### config.mk
export PLATFORM = sky130hd
export DESIGN_NAME = pc_fetch_ctrl_flat
export DESIGN_NICKNAME = d
export VERILOG_FILES = /design/src/rtl/pc_fetch_ctrl_if.sv /design/src/rtl/pc_fetch_ctrl.sv /design/src/flat_wrapper.sv
export SDC_FILE = /design/constraint.sdc
export NUM_CORES = 1
export LEC_CHECK = 0
export BUFFER_PORTS_ARGS = -buffer_cell sky130_fd_sc_hd__buf_4
export CAP_MARGIN = 0
export CORE_UTILIZATION = 47
export DETAILED_ROUTE_END_ITERATION = 6
export GPL_TIMING_DRIVEN = 0
export PLACE_DENSITY = 0.77
export SYNTH_ARGS = -nofsm -noshare
export SYNTH_HDL_FRONTEND = slang
export SYNTH_SLANG_ARGS = --single-unit
### constraint.sdc
create_clock -name clk -period 2.2 [get_ports clk]
set_input_delay 0.11 -clock clk [delete_from_list [all_inputs] [get_ports clk]]
set_output_delay 0.11 -clock clk [all_outputs]
set_load 0.005 [all_outputs]
### src/rtl/pc_fetch_ctrl_if.sv
// Bus bundle between the PC/fetch sequencer, instruction memory, decode and next-PC logic.
// The master side is the fetch controller; the slave side is everything around it.
`timescale 1ns/1ps
interface pc_fetch_ctrl_if;
  logic        imem_req;
  logic [31:0] imem_addr;
  logic        imem_ack;
  logic [31:0] imem_rdata;
  logic        inst_valid;
  logic [31:0] inst;
  logic [31:0] inst_pc;
  logic        inst_ready;
  logic        redirect_valid;
  logic [31:0] redirect_target;

  modport master (
    output imem_req, imem_addr,
    input  imem_ack, imem_rdata,
    output inst_valid, inst, inst_pc,
    input  inst_ready,
    input  redirect_valid, redirect_target
  );

  modport slave (
    input  imem_req, imem_addr,
    output imem_ack, imem_rdata,
    input  inst_valid, inst, inst_pc,
    output inst_ready,
    output redirect_valid, redirect_target
  );
endinterface

### src/rtl/pc_fetch_ctrl.sv
// Program counter owner and fetch sequencer: req/ack fetch from instruction memory,
// valid/ready hand-off to decode, and redirect handling that never leaks stale instructions.
`timescale 1ns/1ps
module pc_fetch_ctrl #(
  parameter logic [31:0] RESET_PC = 32'h0040_0000
) (
  input  logic            clk,
  input  logic            reset,
  input  logic            ena,
  pc_fetch_ctrl_if.master bus,
  output logic [31:0]     pc_out
);

  typedef enum logic [1:0] {S_IDLE, S_FETCH, S_DRAIN, S_HOLD} state_t;

  state_t      state, state_n;
  logic [31:0] pc, pc_n;
  logic [31:0] pend, pend_n;
  logic [31:0] inst_q, inst_n;
  logic [31:0] inst_pc_q, inst_pc_n;
  logic [31:0] target;
  logic [31:0] pc_inc;
  state_t      after_run;

  assign target    = bus.redirect_target & 32'hFFFF_FFFC;
  assign pc_inc    = pc + 32'd4;
  assign after_run = ena ? S_FETCH : S_IDLE;

  always_ff @(posedge clk or negedge reset) begin
    if (!reset) begin
      state     <= S_IDLE;
      pc        <= RESET_PC;
      pend      <= 32'h0;
      inst_q    <= 32'h0;
      inst_pc_q <= 32'h0;
    end else begin
      state     <= state_n;
      pc        <= pc_n;
      pend      <= pend_n;
      inst_q    <= inst_n;
      inst_pc_q <= inst_pc_n;
    end
  end

  always_comb begin
    state_n   = state;
    pc_n      = pc;
    pend_n    = pend;
    inst_n    = inst_q;
    inst_pc_n = inst_pc_q;
    case (state)
      S_IDLE: begin
        if (bus.redirect_valid) pc_n = target;
        if (ena) state_n = S_FETCH;
      end
      S_FETCH: begin
        if (bus.imem_ack && !bus.redirect_valid) begin
          inst_n    = bus.imem_rdata;
          inst_pc_n = pc;
          pc_n      = pc_inc;
          state_n   = S_HOLD;
        end else if (bus.imem_ack) begin
          pc_n = target;
        end else if (bus.redirect_valid) begin
          pend_n  = target;
          state_n = S_DRAIN;
        end
      end
      // The address must stay put until the old handshake finishes, so the target waits in pend.
      S_DRAIN: begin
        if (bus.imem_ack) begin
          pc_n    = bus.redirect_valid ? target : pend;
          state_n = after_run;
        end else if (bus.redirect_valid) begin
          pend_n = target;
        end
      end
      S_HOLD: begin
        if (bus.redirect_valid) begin
          pc_n    = target;
          state_n = after_run;
        end else if (bus.inst_ready) begin
          state_n = after_run;
        end
      end
      default: state_n = S_IDLE;
    endcase
  end

  assign bus.imem_req   = (state == S_FETCH) || (state == S_DRAIN);
  assign bus.imem_addr  = pc;
  assign bus.inst_valid = (state == S_HOLD);
  assign bus.inst       = inst_q;
  assign bus.inst_pc    = inst_pc_q;
  assign pc_out         = pc;

endmodule

### src/flat_wrapper.sv
// flat-port wrapper written by rule: the top's interface ports become plain ports
module pc_fetch_ctrl_flat 
#(
  parameter logic [31:0] RESET_PC = 32'h0040_0000
)
  (clk, reset, ena, pc_out, bus_imem_req, bus_imem_addr, bus_imem_ack, bus_imem_rdata, bus_inst_valid, bus_inst, bus_inst_pc, bus_inst_ready, bus_redirect_valid, bus_redirect_target);
  pc_fetch_ctrl_if bus_i ();
  input  logic clk;
  input  logic reset;
  input  logic ena;
  output logic [31:0] pc_out;
  output wire logic [$bits(bus_i.imem_req)-1:0] bus_imem_req;
  output wire logic [$bits(bus_i.imem_addr)-1:0] bus_imem_addr;
  input wire logic [$bits(bus_i.imem_ack)-1:0] bus_imem_ack;
  input wire logic [$bits(bus_i.imem_rdata)-1:0] bus_imem_rdata;
  output wire logic [$bits(bus_i.inst_valid)-1:0] bus_inst_valid;
  output wire logic [$bits(bus_i.inst)-1:0] bus_inst;
  output wire logic [$bits(bus_i.inst_pc)-1:0] bus_inst_pc;
  input wire logic [$bits(bus_i.inst_ready)-1:0] bus_inst_ready;
  input wire logic [$bits(bus_i.redirect_valid)-1:0] bus_redirect_valid;
  input wire logic [$bits(bus_i.redirect_target)-1:0] bus_redirect_target;
  assign bus_imem_req = bus_i.imem_req;
  assign bus_imem_addr = bus_i.imem_addr;
  assign bus_i.imem_ack = bus_imem_ack;
  assign bus_i.imem_rdata = bus_imem_rdata;
  assign bus_inst_valid = bus_i.inst_valid;
  assign bus_inst = bus_i.inst;
  assign bus_inst_pc = bus_i.inst_pc;
  assign bus_i.inst_ready = bus_inst_ready;
  assign bus_i.redirect_valid = bus_redirect_valid;
  assign bus_i.redirect_target = bus_redirect_target;
  pc_fetch_ctrl #(.RESET_PC(RESET_PC)) u_core (.clk(clk), .reset(reset), .ena(ena), .bus(bus_i), .pc_out(pc_out));
endmodule
After elaboration in Yosys (flattened, before gate mapping)
Index checks and enable logic that the tools add are counted.
- bits in registers: 130
- bits in latches: 0
- RAM bits: 0
- ROM bits: 0
- input port bits: 70
- output and inout bits: 130
- word-level logic and storage cells: 45
- memories: 0
- $add $sub $neg: 1
- $mul: 0
- divide/modulo/power cells: 0
- $lt $le $gt $ge: 0
- eq/ne operators: 11
- shift-type cells: 0
- mux-type cells: 18
- bitwise logic cells: 0
- reductions and logical operators: 10
- operator list (kind ; number):
    32-bit 2-to-1 mux ; 7
    32-bit one-hot mux with 3 select lines ; 1
    32-bit one-hot mux with 2 select lines ; 1
    32-bit by 3-bit adder with 32-bit output, second input constant ; 1
    2-bit 2-to-1 mux ; 7
    3-bit by 2-bit inequality test with 1-bit output, second input constant ; 3
    2-bit one-hot mux with 4 select lines ; 1
    2-bit inequality test, second input constant ; 3
    5-bit AND reduction ; 1
    2-bit == test, second input constant ; 2
    2-bit AND reduction ; 2
    3-bit by 1-bit inequality test with 1-bit output, second input constant ; 1
    3-bit AND reduction ; 1
    2-bit by 1-bit == test with 1-bit output, second input constant ; 1
    2-bit zero test ; 1
    2-bit by 1-bit inequality test with 1-bit output, second input constant ; 1
    2-bit nonzero test ; 1
    2-bit OR reduction ; 1
    1-bit logical AND ; 1
    1-bit zero test ; 1
    1-bit logical OR ; 1
    1-bit 2-to-1 mux ; 1

Longest topological paths before layout
Gate-level depths: netlist of run 1.
- word-level depth: 4
- gate-level depth with buffers: 9

Worst setup path before layout of run 1
Ideal clock, no wire load.
- kind: reg-to-reg
- from: reg u_core.state[0]
- to: reg u_core.pc[20] (netlist: u_core.bus.imem_addr[20])
- setup time: 0.136 ns
- arrival: 1.963 ns
- required time: 2.064 ns
- slack: 0.101 ns
- cell stages (with the launch flop): 9
- path buffers: 1
- clock period less this slack: 2.099 ns
- path through: dfrtp_1 inv_1 ha_1 a21bo_2 nor2b_1 clkbuf_1 a22o_1 a2111oi_0 nor3_1
- cells in the longest elaborated chain, start to end: 4
- elaborated cells between the ends (all ways): 10
- those cells by class: eq/ne (6); mux (1); reduce/logical (3)
- RTL lines (what ; line ; RTL):
    start, declared ; pc_fetch_ctrl.sv:16 ; state_t state, state_n;
    start signal, assigned ; pc_fetch_ctrl.sv:37 ; state <= state_n;
    2-bit == test / 2-bit zero test (equally long branches) ; pc_fetch_ctrl.sv:51 ; case (state)
    2-bit OR reduction (no line) ; -- ;
    2-bit by 1-bit inequality test with 1-bit output (no line) ; -- ;
    3-bit AND reduction (no line) ; -- ;
    end signal, assigned ; pc_fetch_ctrl.sv:38 ; pc <= pc_n;
    end, declared ; pc_fetch_ctrl.sv:17 ; logic [31:0] pc, pc_n;
Several ways; a longest one is shown, not always the timed one.
A chain may end at the register's enable or synchronous reset.

Final worst setup path of run 1
- from: reg u_core.state[0]
- to: reg u_core.pend[27]
- cells in the longest elaborated chain, start to end: 3
- elaborated cells between the ends (all ways): 6
- those cells by class: eq/ne (3); mux (1); reduce/logical (2)
- RTL lines (what ; line ; RTL):
    2-bit by 1-bit == test with 1-bit output / 2-bit == test (equally long branches) ; pc_fetch_ctrl.sv:51 ;
    2-bit inequality test (no line) / 2-bit nonzero test (equally long branches) ; -- ;
    2-bit AND reduction (no line) ; -- ;
    end signal, assigned ; pc_fetch_ctrl.sv:39 ; pend <= pend_n;
    end, declared ; pc_fetch_ctrl.sv:18 ; logic [31:0] pend, pend_n;
Several ways; a longest one is shown, not always the timed one.

==> impl_metrics.csv, run 1 <==
group,metric,value,unit
clock_network,cts-htree-levels,4,
drt,drt_iter0_markers,607,
clock_network,numCtsBuffers,17,
synthesis,ys_ff_latch,130,
drt,wl_per_cell,20.0,um
synthesis,synth-edff-count,0,
run,cap_violations,0,
sta,finalHoldViolations,0,
min_path,hp-start,"ena",
floorplan,die_height,122,um
sta,period_share,0.955,
min_path,worst_hold_path_type,"in -> reg",
sta,slew_violations,0,
synthesis,syn_nets,692,
global_route,grt_pass1_vias,6124,
min_path,hold_path_depth,5,
pwr,peakVddDrop,0.839,mV
synthesis,yosysWarnings,0,
global_route,grt_usage,0.298,
sta,worst_slew_pin_slew,0.681,ns
placement,place_ws,-0.250,ns
drt,post-route-drc-count,0,
critical_path,crit_slowest_cell,"or3_1",
synthesis,syn_area,0.00681,sq mm
synthesis,synth_area_per_cell,11.1,sq um
critical_path,critical_path.startpoint_type,"flip-flop",
critical_path,critPathKind,"reg -> reg",
clock_network,cts_sinks,130,
sta,finClkSkew,0.00650,ns
critical_path,cp_max_fo,10,
sta,holdWs,0.0800,ns
floorplan,die-area,0.0150,sq mm
synthesis,muxShareOfSynthArea,0.171,
synthesis,synth_compound_area_frac,0.153,
clock_network,cts_tree,"built",
critical_path,r2r_cells,7,
cells_and_area,n_antenna_cell,0,
critical_path,arrival,2.40,ns
synthesis,synthSimpleGateAreaFrac,0.105,
sta,relSlewSlack,0.542,
global_route,grt_overflow_total,0,
clock_network,insertion_delay,0.42,ns
placement,dpl.hpwl,15000,um
synthesis,synth-main-ff-cell,"dfrtp_1",
clock_network,clk_pin_slew,0.05,ns
global_route,grt_start_max_net_pins,90,
critical_path,path_delay_family,"buffers and inverters",
cells_and_area,final_cell_area,0.00979,sq mm
floorplan,num_rows,43,
placement,gp_congestion,0.931,
drt,ant_nets,0,
sta,setup_slack,0.0984,ns
cells_and_area,nets,972,
outcome,status,"complete, no violations",
sta,min_period,2.10,ns
synthesis,ys_types,69,
cells_and_area,fin_util,0.700,
sta,fmax,476,MHz
critical_path,rrSetupSlack,0.1,ns
drt,drt-pass1-iter-count,6,
clock_network,clock_tree.buffer_depth,2,
drt,wl,21700,um
cells_and_area,drive_gt1_frac,0.467,
critical_path,worst-path-stages,7,
floorplan,core,0.0140,sq mm
synthesis,synthCells,615,
critical_path,cp.required,2.50,ns
synthesis,synthXorXnorAreaFrac,0.00643,
synthesis,synth-async-reset-ratio,1.00,
drt,vias_per_cell,5.74,
critical_path,cp_cell_sequence,"inv_1 -> ha_4 -> inv_2 -> or3_1 -> clkbuf_1 -> buf_2 -> mux2_1",
synthesis,synth_top_family_by_area,"multiplexers",
cells_and_area,final_cell_mix,"buf_4, dfrtp_1, mux2_2",
critical_path,crit_path_end_kind,"flip-flop",
min_path,holdPathEnd,"u_core.state[0]$_DFFE_PN0P_",
critical_path,max_stage_delay,0.37,ns
floorplan,num_io_pins,200,
cells_and_area,mostFrequentLayoutCell,"buf_4",
synthesis,seq_area_frac_synth,0.478,
placement,placed_area,0.00853,sq mm
pwr,p_leak,4.57,nW
critical_path,r2r_end,"u_core.pend[27]$_DFFE_PN0P_",
placement,numPortBuffers,195,
clock_network,clock-root-buffer,"clkbuf_16",
sta,fin_setup_tns,0,ns
sta,finalSetupViolations,0,
global_route,grt_pass1_wl,33600,um
cells_and_area,area_growth_syn_to_layout,43.8,%
synthesis,synthAdderAreaFrac,0.0129,
drt,num_vias,6231,
floorplan,die-width,122,um
global_route,antenna_found_initial,0,
critical_path,path_buf_inv,4,
pwr,powerDensity,1430,mW/mm^2
critical_path,timing.rr.start,"u_core.state[0]$_DFFE_PN0P_",
floorplan,start_util,0.487,
## where the power goes
group          internal, W  total (W)  switching, W
logic              0.00370    0.00681       0.00310
clock network      0.00150    0.00249      0.000986
registers          0.00356    0.00469       0.00114
## layer usage
| metal | global-route usage | vias up | share of wire |
|---|---|---|---|
| li1 | - | 2805 | - |
| met1 | 0.394 | 3075 | 0.42 |
| met2 | 0.485 | 312 | 0.49 |
| met3 | 0.0548 | 39 | 0.074 |
| met4 | 0.117 | 0 | 0.021 |
| met5 | 0 | - | 0 |
## cells by family (layout without fill, tap and decap cells)
group | Yosys count | after routing
AO/OA/AOI/OAI | 157 | 157
XOR/XNOR | 5 | 5
adder cells (fa/ha/maj) | 7 | 7
buffers and inverters | 91 | 382
flip-flops | 130 | 130
multiplexers | 104 | 104
AND/OR/NAND/NOR | 121 | 121
## worst max path at each step
stage | slack (ns) | startpoint | to
finish | 0.1 | u_core.state[0]$_DFFE_PN0P_ | u_core.pend[27]$_DFFE_PN0P_
global route | -0.02 | u_core.state[1]$_DFFE_PN0P_ | u_core.bus.imem_addr[18]$_DFFE_PN0P_
CTS | -0.02 | u_core.state[0]$_DFFE_PN0P_ | u_core.bus.imem_addr[29]$_DFFE_PN0P_
detailed placement | -0.25 | u_core.state[0]$_DFFE_PN0P_ | u_core.bus.imem_addr[9]$_DFFE_PN0P_
global placement | -0.21 | u_core.state[1]$_DFFE_PN0P_ | u_core.bus.imem_addr[6]$_DFFE_PN0P_
floorplan | 0.10 | u_core.state[0]$_DFFE_PN0P_ | u_core.bus.imem_addr[20]$_DFFE_PN0P_
## layout make-up
type | instances | area, sq um
fill | 1037 | 4200
sequential | 130 | 3260
multi-input combinational | 394 | 3120
timing repair buffer | 263 | 2160
clock buffer | 24 | 482
buffer | 74 | 468
tap | 180 | 225
inverter | 15 | 56.3
clock inverter | 6 | 32.5
## cells in the mapped netlist (all sizes together), types with 7 or more instances
library cell,number,area [sq um]
dfrtp,129,3230
mux2,99,1110
buf,58,375
o21ai,44,220
nand2,34,130
a21oi,27,135
nor2,27,109
clkbuf,18,68.8
a31oi,16,100
inv,15,56.3
nand4,13,111
a221oi,11,96.3
nor3,11,70.1
a22o,7,61.3
a22oi,7,52.6
ha,7,87.6
nand3,7,40.0
nor4,7,95.1
## per-stage QoR
step	total power, W	std cells
6_report	0.0140	1086
3_3_place_gp	0.0108	990
3_5_place_dp	0.0111	991
2_1_floorplan	0.00793	615
4_1_cts	0.0138	1084
5_1_grt	0.0148	1086
## timing repair
item                       4_1_cts  5_1_grt
pin swaps                        0        1
gates resized for setup         14       27
setup endpoints to repair       62       35
hold endpoints to repair       103        0
hold buffers                    63        0
buffers inserted                 1        3
## registers in the layout, indices dropped and copies added, names as in the netlist
name                  count
u_core.bus.inst_pc       32
u_core.state              2
u_core.bus.imem_addr     32
u_core.bus.inst          32
u_core.pend              32
## worst register-to-register path, delay by kind of cell, from the launching register on
kind / cells / cell delay [ns]
flops: 1 / 0.35
simple gates: 1 / 0.37
buf+inv: 4 / 0.60
fa+ha+maj: 1 / 0.34
mux: 1 / 0.33
(Power assumes the default switching activity.)
==> run 2, diff against run 1 <==
Settings changed: CORE_UTILIZATION 47 to 49, CTS_BUF_LIST set to sky130_fd_sc_hd__clkbuf_4, PLACE_DENSITY 0.77 to 0.79.
==> run 2 against run 1 <==
Net effect: non-clock buffer count unchanged; final cell count barely moved; combinational power rose by 1%; first-iteration DRC count decreased by 4.3%; largest power group unchanged.
==> impl_metrics.csv, run 2 (same netlist as run 1, synthesis figures left out) <==
group,metric,value,unit
placement,gp_congestion,0.935,
cells_and_area,mostFrequentLayoutCell,"buf_4",
critical_path,crit_path_end_kind,"flip-flop",
run,cap_violations,0,
global_route,grt_start_max_net_pins,73,
critical_path,cp_max_fo,10,
sta,finalHoldViolations,0,
placement,numPortBuffers,195,
cells_and_area,final_cell_mix,"buf_4, dfrtp_1, mux2_2",
sta,rsz0062_at_grt,"no",
drt,drt-pass1-iter-count,6,
drt,wl_per_cell,19.9,um
drt,vias_per_cell,5.84,
floorplan,core,0.0134,sq mm
drt,ant_nets,0,
global_route,antenna_found_initial,1,
global_route,grt_overflow_total,0,
pwr,total_power,0.0132,W
critical_path,crit_slowest_cell,"dfrtp_1",
sta,period_share,0.980,
drt,post-route-drc-count,0,
critical_path,critical_path.startpoint_type,"flip-flop",
floorplan,die-area,0.0144,sq mm
global_route,grt_usage,0.306,
critical_path,cp.required,2.66,ns
floorplan,num_rows,42,
pwr,p_leak,4.48,nW
critical_path,arrival,2.61,ns
cells_and_area,drive_gt1_frac,0.471,
floorplan,num_io_pins,200,
floorplan,die_height,120,um
clock_network,numCtsBuffers,17,
pwr,peakVddDrop,0.723,mV
clock_network,clk_pin_slew,0.12,ns
sta,min_period,2.16,ns
critical_path,r2r_cells,8,
drt,wl,21600,um
clock_network,clock_tree.buffer_depth,2,
sta,worst_slew_pin_slew,0.646,ns
cells_and_area,area_growth_syn_to_layout,40.8,%
floorplan,die-width,120,um
sta,fin_setup_tns,0,ns
floorplan,start_util,0.508,
clock_network,clock-root-buffer,"clkbuf_4",
clock_network,cts-htree-levels,4,
critical_path,critPathKind,"reg -> reg",
critical_path,worst_path_most_repeated_cell,"buf_2",
global_route,grt_pass1_wl,33400,um
outcome,status,"complete, no violations",
critical_path,max_stage_delay,0.43,ns
clock_network,cts_tree,"built",
drt,num_vias,6332,
critical_path,cp_cell_sequence,"inv_2 -> ha_2 -> buf_2 -> buf_2 -> clkbuf_4 -> o21ai_0 -> a21oi_1 -> nor2_1",
sta,slew_violations,0,
sta,fmax,464,MHz
global_route,grt_pass1_vias,6196,
drt,drt_iter0_markers,581,
sta,relSlewSlack,0.566,
min_path,worst_hold_path_type,"in -> async",
sta,finClkSkew,0.0201,ns
sta,finalSetupViolations,0,
cells_and_area,nets,972,
placement,dpl.hpwl,14800,um
pwr,powerDensity,1380,mW/mm^2
clock_network,insertion_delay,0.57,ns
clock_network,cts_sinks,130,
run 2: cell count changes in the layout (fill, tap and decap cells not counted), sizes merged:
cell and change:
buf +4, bufinv +3, clkbuf -10, clkinv +4, diode +1, dlygate4sd3 +1
run 2: worst max-delay path: cells and delay by family (launching register included):
family | cells | cell delay [ns]
buf+inv | 4 | 0.95
flops | 1 | 0.43
compound gates | 2 | 0.33
fa+ha+maj | 1 | 0.27
simple gates | 1 | 0.07
run 2: stage by stage:
step | hold slack [ns] | setup WS, ns | instances | cell area [sq um] | util
3_5_place_dp | 0.120 | -0.390 | 987 | 8520 | 0.636
6_report | 0.0752 | 0.0449 | 1085 | 9590 | 0.715
3_3_place_gp | 0.345 | -0.342 | 986 | 8490 | 0.634
2_1_floorplan | -0.186 | 0.101 | 615 | 6810 | -
5_1_grt | 0.0973 | 0.00241 | 1085 | 9590 | 0.715
4_1_cts | 0.0628 | -0.00353 | 1085 | 9500 | 0.709
run 2: power by group:
group	internal, W	total (W)	switching, W
clock	0.000792	0.00168	0.000888
combinational	0.00372	0.00690	0.00318
sequential	0.00354	0.00464	0.00110
run 2: routing by layer:
metal / track usage / share of wire / wire length [um] / up-vias
li1: - / - / - / 2814
met1: 0.392 / 0.41 / 8790 / 3113
met2: 0.504 / 0.49 / 10600 / 347
met3: 0.0746 / 0.079 / 1710 / 58
met4: 0.113 / 0.022 / 485 / 0
met5: 0 / 0 / 0 / -
run 2: what timing repair did:
item,4_1_cts,5_1_grt
gates resized for setup,16,31
setup buffers,2,1
hold buffers,64,0
endpoints found under the setup margin,63,31
endpoints found under the hold margin,208,0
pin swaps,0,1
run 2: final timing paths:
check | start | endpoint | slack (ns)
hold / removal | reset | u_core.bus.imem_addr[9]$_DFFE_PN0P_ | 0.08
hold reg to reg | u_core.bus.inst_pc[18]$_DFFE_PN0P_ | u_core.bus.inst_pc[18]$_DFFE_PN0P_ | 0.49
min in group clk | bus_imem_ack | u_core.bus.imem_addr[2]$_DFFE_PN0P_ | 0.13
setup / recovery | u_core.state[1]$_DFFE_PN0P_ | u_core.bus.imem_addr[5]$_DFFE_PN0P_ | 0.04
max in group asynchronous | reset | u_core.bus.imem_addr[22]$_DFFE_PN1P_ | 1.37
setup reg to reg | u_core.state[1]$_DFFE_PN0P_ | u_core.bus.imem_addr[5]$_DFFE_PN0P_ | 0.04
run 2: final cells by class:
type	count	area (sq um)
Timing Repair Buffer	263	2160
Fill cell	984	3810
Sequential cell	130	3260
Clock buffer	19	143
Multi-Input combinational cell	394	3140
Buffer	74	463
Clock inverter	13	143
Antenna cell	1	2.50
Inverter	15	56.3
Tap cell	176	220
==> run 3, diff against run 2 <==
Settings changed: CORE_UTILIZATION 49 to 58, PLACE_DENSITY 0.79 to 0.88.
Clock period 2.2 ns to 2.5 ns, I/O delays scaled along.
==> run 3 against run 2 <==
Net effect: register-to-register slack improved by 0.07 ns; utilization rose by 11 points; design area fell by 1.7%; hold slack got worse by 0.049 ns; via count rose by 1.7%; final cell count fell by 3.3%; count of clock-buffer cells in the layout rose by 3; largest cell class unchanged.
==> impl_metrics.csv, run 3 (same netlist as run 1, synthesis figures left out) <==
group,metric,value,unit
critical_path,cp.required,2.91,ns
clock_network,numCtsBuffers,17,
floorplan,die-width,110,um
critical_path,cp_max_fo,10,
cells_and_area,final_cell_mix,"buf_4, dfrtp_1, mux2_2",
critical_path,r2r_end,"u_core.bus.imem_addr[30]$_DFFE_PN0P_",
clock_network,cts_sinks,130,
critical_path,critical_path.startpoint_type,"flip-flop",
global_route,grt_pass1_vias,6360,
floorplan,start_util,0.596,
outcome,status,"complete, no violations",
cells_and_area,nets,971,
placement,placed_cells_incl_taps,954,
global_route,grt_pass1_wl,33700,um
critical_path,arrival,2.80,ns
critical_path,startpoint,"u_core.state[0]$_DFFE_PN0P_",
critical_path,crit_path_end_kind,"flip-flop",
floorplan,die-area,0.0122,sq mm
placement,dpl.hpwl,14800,um
floorplan,core,0.0114,sq mm
cells_and_area,mostFrequentLayoutCell,"buf_4",
clock_network,clk_pin_slew,0.11,ns
sta,fin_setup_tns,0,ns
sta,period_share,0.956,
critical_path,critPathKind,"reg -> reg",
floorplan,num_io_pins,200,
cells_and_area,drive_gt1_frac,0.445,
pwr,p_leak,4.42,nW
critical_path,r2r_cells,9,
drt,wl_per_cell,21.6,um
cells_and_area,n_antenna_cell,0,
global_route,antenna_found_initial,0,
min_path,worst_hold_path_type,"in -> async",
clock_network,cts_tree,"built",
sta,rsz0062_at_grt,"yes",
critical_path,rrSetupSlack,0.11,ns
sta,worst_slew_pin_slew,0.605,ns
sta,setup_slack,0.111,ns
clock_network,insertion_delay,0.55,ns
sta,holdWs,0.0265,ns
drt,num_vias,6440,
cells_and_area,area_growth_syn_to_layout,38.4,%
drt,post-route-drc-count,0,
sta,finClkSkew,0.0217,ns
drt,drt_iter0_markers,584,
drt,ant_nets,0,
sta,finalHoldViolations,0,
drt,vias_per_cell,6.14,
global_route,grt_overflow_total,0,
drt,drt-pass1-iter-count,7,
sta,slew_violations,0,
sta,finalSetupViolations,0,
global_route,grt_usage,0.378,
placement,numPortBuffers,195,
global_route,grt_start_max_net_pins,103,
pwr,peakVddDrop,0.689,mV
sta,fmax,419,MHz
floorplan,num_rows,39,
drt,wl,22700,um
cells_and_area,final_cells,1049,
critical_path,timing.rr.start,"u_core.state[0]$_DFFE_PN0P_",
sta,min_period,2.39,ns
clock_network,cts-htree-levels,4,
clock_network,clock_tree.buffer_depth,2,
clock_network,clock-root-buffer,"clkbuf_4",
placement,gp_congestion,0.951,
floorplan,die_height,110,um
pwr,powerDensity,1230,mW/mm^2
placement,place_ws,0.0985,ns
run,cap_violations,0,
sta,relSlewSlack,0.593,
-- run 3: what timing repair did --
action                     CTS  global route
setup endpoints to repair    0            21
hold buffers                64             0
hold endpoints to repair   199             0
setup buffers                0             0
resized for setup            0             7
-- run 3: critical path, cell delays in order (launching register included) --
cell and delay, ns:
dfrtp_1 0.42, inv_1 0.11, ha_1 0.21, buf_2 0.17, nor2_1 0.20, o22a_1 0.19, clkbuf_1 0.43, o211ai_1 0.16
a221oi_1 0.29, a211oi_1 0.10
-- run 3: cell type report --
| type | count | area (sq um) |
|---|---|---|
| Buffer | 76 | 447 |
| Clock inverter | 9 | 114 |
| Multi-Input combinational cell | 394 | 3070 |
| Tap cell | 143 | 179 |
| Timing Repair Buffer | 260 | 2140 |
| Fill cell | 664 | 2000 |
| Inverter | 15 | 56.3 |
| Clock buffer | 22 | 165 |
| Sequential cell | 130 | 3250 |
-- run 3: per-stage QoR --
| stage | cell area, sq um | total power [W] | util |
|---|---|---|---|
| after floorplan | 6810 | 0.00698 | - |
| after global placement | 8450 | 0.00948 | 0.740 |
| after detailed placement | 8480 | 0.00974 | 0.743 |
| after CTS | 9400 | 0.0113 | 0.823 |
| after global routing | 9420 | 0.0122 | 0.825 |
| final | 9420 | 0.0116 | 0.825 |
-- run 3: worst max path at each step --
stage	endpoint	slack [ns]	cells after the start
3_5_place_dp	u_core.bus.imem_addr[6]$_DFFE_PN0P_	0.1	8
6_report	u_core.bus.imem_addr[30]$_DFFE_PN0P_	0.11	9
5_1_grt	u_core.bus.imem_addr[30]$_DFFE_PN0P_	-0.07	9
3_3_place_gp	u_core.bus.imem_addr[9]$_DFFE_PN0P_	0.1	8
2_1_floorplan	u_core.bus.imem_addr[20]$_DFFE_PN0P_	0.40	8
4_1_cts	u_core.pend[23]$_DFFE_PN0P_	0.08	7
-- run 3: per-layer routing --
metal / part of all wire / GRT usage / vias to the layer above
met1: 0.37 / 0.466 / 3121
met3: 0.10 / 0.0864 / 74
li1: - / - / 2803
met2: 0.50 / 0.626 / 442
met5: 0 / 0 / -
met4: 0.033 / 0.183 / 0
-- run 3: power by group --
group          switching, W  total, W  internal [W]
Clock              0.000763   0.00149      0.000727
Sequential          0.00105   0.00416       0.00312
Combinational       0.00280   0.00596       0.00316
